## src/rtl/ldpc_iter_ctrl_pkg.sv

```systemverilog
// ldpc_iter_ctrl_pkg: shared state encoding and sizing defaults for the LDPC iteration controller
package ldpc_iter_ctrl_pkg;
  localparam int ITER_W_DEF = 6;
  localparam int TMO_W_DEF = 12;
  localparam int MAX_ITER_ZERO_AS = 1;
  typedef enum logic [2:0] {
    S_IDLE = 3'd0,
    S_INIT = 3'd1,
    S_CPU  = 3'd2,
    S_VPU  = 3'd3,
    S_CHK  = 3'd4,
    S_OUT  = 3'd5,
    S_DONE = 3'd6
  } state_t;
endpackage

```

## src/rtl/ldpc_phase_wdog.sv

```systemverilog
// ldpc_phase_wdog: per-phase watchdog, expires when the count is about to reach all-ones
module ldpc_phase_wdog #(
  parameter int W = 12
) (
  input  logic clk,
  input  logic reset_n,
  input  logic clear,
  input  logic enable,
  output logic expire
);
  logic [W-1:0] cnt;
  always_ff @(posedge clk or negedge reset_n)
    if (!reset_n) cnt <= '0;
    else cnt <= clear ? '0 : enable ? cnt + W'(1) : cnt;
  assign expire = enable && cnt == {{(W-1){1'b1}}, 1'b0};
endmodule

```

## src/rtl/ldpc_iter_ctrl.sv

```systemverilog
// ldpc_iter_ctrl: sequences init/check-node/variable-node/readout phases of one LDPC codeword
module ldpc_iter_ctrl
  import ldpc_iter_ctrl_pkg::*;
#(
  parameter int ITER_W = ITER_W_DEF,
  parameter int TMO_W  = TMO_W_DEF
) (
  input  logic              clk,
  input  logic              reset_n,
  input  logic              start,
  input  logic              abort,
  input  logic              rate_in,
  input  logic [ITER_W-1:0] max_iter,
  input  logic              init_b,
  input  logic              cpu_b,
  input  logic              vpu_b,
  input  logic              parity_ok,
  input  logic              dec_b,
  output logic              rate,
  output logic              init_a,
  output logic              cpu_a,
  output logic              vpu_a,
  output logic              dec_a,
  output logic              busy,
  output logic              done,
  output logic              early_stop,
  output logic              timeout,
  output logic [ITER_W-1:0] iter_cnt,
  output logic [2:0]        ctrl_state
);
  state_t state, state_nxt;
  logic entry, parity_q, wd_exp, wd_en, accept, kill;
  logic [ITER_W-1:0] max_q, iter_inc;
  assign accept = state == S_IDLE && start && !abort;
  assign kill = state != S_IDLE && abort;
  assign wd_en = state inside {S_INIT, S_CPU, S_VPU, S_OUT};
  assign iter_inc = &iter_cnt ? iter_cnt : iter_cnt + ITER_W'(1);
  always_comb begin
    state_nxt = state;
    if (kill || wd_exp) state_nxt = S_IDLE;
    else
      case (state)
        S_IDLE:  state_nxt = accept ? S_INIT : S_IDLE;
        S_INIT:  state_nxt = init_b ? S_CPU : S_INIT;
        S_CPU:   state_nxt = cpu_b ? S_VPU : S_CPU;
        S_VPU:   state_nxt = vpu_b ? S_CHK : S_VPU;
        S_CHK:   state_nxt = (parity_q || iter_inc == max_q) ? S_OUT : S_CPU;
        S_OUT:   state_nxt = dec_b ? S_DONE : S_OUT;
        default: state_nxt = S_IDLE;
      endcase
  end
  always_ff @(posedge clk or negedge reset_n)
    if (!reset_n) begin
      state      <= S_IDLE;
      entry      <= 1'b0;
      rate       <= 1'b0;
      max_q      <= '0;
      parity_q   <= 1'b0;
      iter_cnt   <= '0;
      early_stop <= 1'b0;
      timeout    <= 1'b0;
    end else begin
      state <= state_nxt;
      entry <= state_nxt != state;
      if (accept) begin
        rate       <= rate_in;
        max_q      <= max_iter == '0 ? ITER_W'(MAX_ITER_ZERO_AS) : max_iter;
        parity_q   <= 1'b0;
        iter_cnt   <= '0;
        early_stop <= 1'b0;
        timeout    <= 1'b0;
      end
      if (state == S_VPU && vpu_b) parity_q <= parity_ok;
      if (state == S_CHK && !kill) begin
        iter_cnt   <= iter_inc;
        early_stop <= parity_q;
      end
      if (wd_exp && !kill) timeout <= 1'b1;
    end
  ldpc_phase_wdog #(.W(TMO_W)) u_wdog (
    .clk    (clk),
    .reset_n(reset_n),
    .clear  (state_nxt != state),
    .enable (wd_en),
    .expire (wd_exp)
  );
  assign init_a     = entry && state == S_INIT;
  assign cpu_a      = entry && state == S_CPU;
  assign vpu_a      = entry && state == S_VPU;
  assign dec_a      = entry && state == S_OUT;
  assign busy       = state != S_IDLE;
  assign done       = state == S_DONE;
  assign ctrl_state = state;
endmodule
```

## config.mk

```make
export PLATFORM = sky130hd
export DESIGN_NAME = ldpc_iter_ctrl
export DESIGN_NICKNAME = d
export VERILOG_FILES = /design/src/rtl/ldpc_iter_ctrl_pkg.sv /design/src/rtl/ldpc_phase_wdog.sv /design/src/rtl/ldpc_iter_ctrl.sv
export SDC_FILE = /design/constraint.sdc
export NUM_CORES = 1
export LEC_CHECK = 0
export ABC_AREA = 1
export CORE_ASPECT_RATIO = 1.4
export CORE_MARGIN = 5
export CORE_UTILIZATION = 30
export DETAILED_ROUTE_END_ITERATION = 16
export SYNTH_ARGS = -nofsm -noshare
export SYNTH_HDL_FRONTEND = slang
export SYNTH_SLANG_ARGS = --single-unit
```

## constraint.sdc

```tcl
create_clock -name clk -period 2.41 [get_ports clk]
set_input_delay 0.3615 -clock clk [delete_from_list [all_inputs] [get_ports clk]]
set_output_delay 0.3615 -clock clk [all_outputs]
set_load 0.03 [all_outputs]
```

==> results of run 1 <==
cells by family after synthesis:
| logic type | after synthesis |
|---|---|
| buffers and inverters | 51 |
| AOI/OAI and AO/OA | 26 |
| adders and majority gates | 3 |
| xor gates and xnor gates | 9 |
| and+or+nand+nor | 143 |
| DFF | 32 |
layout by cell type, fill, tap and decap left out, types with 2 or more instances in the layout:
master            n
a21oi_1           2
buf_4             5
clkbuf_8          5
clkdlybuf4s50_1  29
dfrtp_1          32
dlymetal6s2s_1    3
ha_1              2
inv_1            46
inv_2             2
nand2_1          66
nand2_2           5
nand3_1          26
nand4_1           4
nor2_1           20
nor2_2           10
nor2_4            2
nor3_1            7
o21ai_0          12
o21bai_1          2
o22ai_1           5
xnor2_1           2
xor2_1            7
path summary, 6_finish.rpt:
path                                    startpoint  depth (start not counted)  slack, ps                   endpoint
setup / recovery           iter_cnt[0]$_DFFE_PN0P_                         17        230  u_wdog.cnt[0]$_DFFE_PN0P_
hold / removal                             reset_n                          2        480       max_q[1]$_DFFE_PN0P_
setup reg to reg           iter_cnt[0]$_DFFE_PN0P_                         17        230  u_wdog.cnt[0]$_DFFE_PN0P_
hold reg to reg                   rate$_DFFE_PN0P_                          2        490           rate$_DFFE_PN0P_
max in group asynchronous                  reset_n                          2       1620       parity_q$_DFFE_PN0P_
min in group clk                  rate$_DFFE_PN0P_                          2        490           rate$_DFFE_PN0P_
flip-flops by register name (all words and copies together) (netlist names):
register    cells
parity_q        1
ctrl_state      3
iter_cnt        6
u_wdog.cnt     12
timeout         1
early_stop      1
rate            1
entry           1
max_q           6
area by class of cell:
class / count / share of cell area (%)
timing repair buffer: 39 / 15.48
tap: 72 / 3.573
clock buffer: 6 / 2.878
multi-input combinational: 181 / 37.77
inverter: 48 / 7.146
sequential: 32 / 31.76
clock inverter: 2 / 1.390
Yosys cell counts, drive strengths merged (3+ instances only):
master	instances	area (um^2)
nand4	4	25.02
o22ai	5	31.28
nor3	7	35.03
nand2	72	290.3
dfrtp	32	800.8
o21ai	12	60.06
ha	3	37.54
nor2	33	180.2
o21bai	3	26.27
inv	48	180.2
nand3	27	140.1
xor2	7	61.31
metrics by stage:
step	instances	utilization, %
2_1_floorplan	264	-
3_3_place_gp	372	38.26
3_5_place_dp	372	38.26
4_1_cts	380	39.94
5_1_grt	380	40.04
6_report	380	40.04
power breakdown:
part           switching (mW)  internal [mW]
combinational           0.625          0.397
sequential             0.0840          0.639
clock                   0.201          0.307
per-layer routing:
layer / vias up / GRT usage [%]
li1: 924 / -
met1: 786 / 15.56
met2: 38 / 21.08
met3: 8 / 2.730
met4: 0 / 4.500
met5: - / 0
repair_timing:
item	4_1_cts	5_1_grt
pin swaps	0	0
resized for setup	1	6
setup endpoints to repair	1	5
worst reg2reg max path, stage by stage (launching register included):
cell and delay, ps:
dfrtp_1 360, ha_2 210, nand3_1 170, o21bai_2 170, nand2_1 80, nand2_1 60
nand2_1 60, nor2_2 100, nand2_1 60, o21bai_1 110, nand2_1 90, nand2_1 110
nand2_1 70, nand2_1 70, nand2_1 60, nand3_2 100, buf_12 150, nor2_1 50
==> results.sh, run 1 <==
export IMPL_finalPower_mw=2.252
export IMPL_wl_met1_um=2148
export IMPL_p_per_area_nw_per_um2=893.1
export IMPL_clk_pin_slew_ps=70
export IMPL_hp_class="in -> async"
export IMPL_slowest_stage="dfrtp_1"
export IMPL_wl_met2_um=2271
export IMPL_via_per_inst=4.621
export IMPL_fin_skew_ps=6.239
export IMPL_fin_area_um2=2521
export IMPL_hold_viol=0
export IMPL_core_um2=6296
export IMPL_netlist_instances=264
export IMPL_drt_wirelength_per_cell_um=12.42
export IMPL_required_ps=2580
export IMPL_critPathTopFamily="simple AND/OR/NAND/NOR gates"
export IMPL_period_share_pct=90.66
export IMPL_ant_nets=0
export IMPL_cp_max_fo=13
export IMPL_regArea_um2=800.8
export IMPL_setup_tns_ps=0
export IMPL_grt_overflow_total=0
export IMPL_layout_min_cycle_time_ps=2185
export IMPL_die_y_um=105.5
export IMPL_synth_xor_area_share_pct=4.036
export IMPL_die_w_um=78.20
export IMPL_leakagePower_nw=1.272
export IMPL_path_cells="ha_2, nand3_1, o21bai_2, nand2_1, nand2_1, nand2_1, nor2_2, nand2_1, o21bai_1, nand2_1, nand2_1, nand2_1, nand2_1, nand2_1, nand3_2, buf_12, nor2_1"
export IMPL_synth_compound_area_share_pct=8.328
export IMPL_hold_buffers=0
export IMPL_antenna_found_initial=0
export IMPL_grt_setup_unrepaired="false"
export IMPL_drive_gt1_share_pct=12.34
export IMPL_syn_to_final_growth_pct=29.08
export IMPL_drt_pre_antenna_iters=4
export IMPL_clkSinkCount=32
export IMPL_post_cts_buffers=0
export IMPL_drc_errors=0
export IMPL_synth_simple_area_share_pct=34.34
export IMPL_wl_met3_um=219
export IMPL_top_layer_used="met4"
export IMPL_final_nets=326
export IMPL_max_freq_mhz=457.7
export IMPL_whs_ps=479.0
export IMPL_initial_core_util_pct=31.02
export IMPL_crit_buf_inv=1
export IMPL_synth_fa_ha_area_share_pct=1.922
export IMPL_clk_path_buf_depth=2
export IMPL_placed_area_um2=2409
export IMPL_maxCapViolations=0
export IMPL_ys_types=29
export IMPL_grt_max_degree=33
export IMPL_synth_nets=283
export IMPL_dieArea_um2=8247
export IMPL_startpoint_type="flop"
export IMPL_synth_edf_count=0
export IMPL_dp_slack_ps=229.7
export IMPL_num_vias=1756
export IMPL_port_buffers=33
export IMPL_grt_first_pass_wirelength_um=8321
export IMPL_status="finished, final reports clean"
export IMPL_synthArstFlopShare_pct=100.0
export IMPL_path_common_cell="nand2_1"
export IMPL_insertion_delay_ps=280
export IMPL_worstMarginPinSlew_ps=612.0
export IMPL_n_antenna_cell=0
export IMPL_synthFlopType="dfrtp_1"
export IMPL_synth_top_family_by_area="simple AND/OR/NAND/NOR gates"
export IMPL_syn_area_per_cell_um2=7.398
export IMPL_syn_area_um2=1953
export IMPL_cts_root_buf="clkbuf_8"
export IMPL_synth_seq_cells=32
export IMPL_fin_ws_ps=225.1
export IMPL_cts_max_level=2
export IMPL_fillers=632
export IMPL_maxSlewHeadroom_pct=58.88
export IMPL_yosys_warnings=0
export IMPL_multi_input_area_um2=952.2
export IMPL_grtUsageTotal_pct=12.48
export IMPL_final_setup_viol_count=0
export IMPL_end_kind="flop"
export IMPL_cts_buffers=5
export IMPL_dp_hpwl_um=3676
export IMPL_cp_arrival_ps=2360
export IMPL_io_pins=34
export IMPL_grt_pass1_vias=1731
export IMPL_finalMaxSlewViolations=0
export IMPL_path_class="reg -> reg"
export IMPL_gp_congestion=0.8602
export IMPL_muxShareOfSynthArea_pct=0
export IMPL_wl_um=4719
export IMPL_cp_slowest_stage_delay_ps=360
export IMPL_drt_iter0_drc=89
export IMPL_cts_tree="yes"
export IMPL_seq_area_frac_synth_pct=41.00
export IMPL_worst_ir_drop_vdd_mv=0.4345
export IMPL_rows=34
No activity file was read; power rests on OpenSTA's default activity.
==> inputs of run 2 (changes only) <==
--- a/config.mk
+++ b/config.mk
@@ -10,6 +10,7 @@
 export CORE_MARGIN = 5
 export CORE_UTILIZATION = 30
 export DETAILED_ROUTE_END_ITERATION = 16
+export GPL_ROUTABILITY_DRIVEN = 0
 export SYNTH_ARGS = -nofsm -noshare
 export SYNTH_HDL_FRONTEND = slang
 export SYNTH_SLANG_ARGS = --single-unit
==> results of run 2 <==
No change in the layout: final DEF, timing and power equal those of run 1.
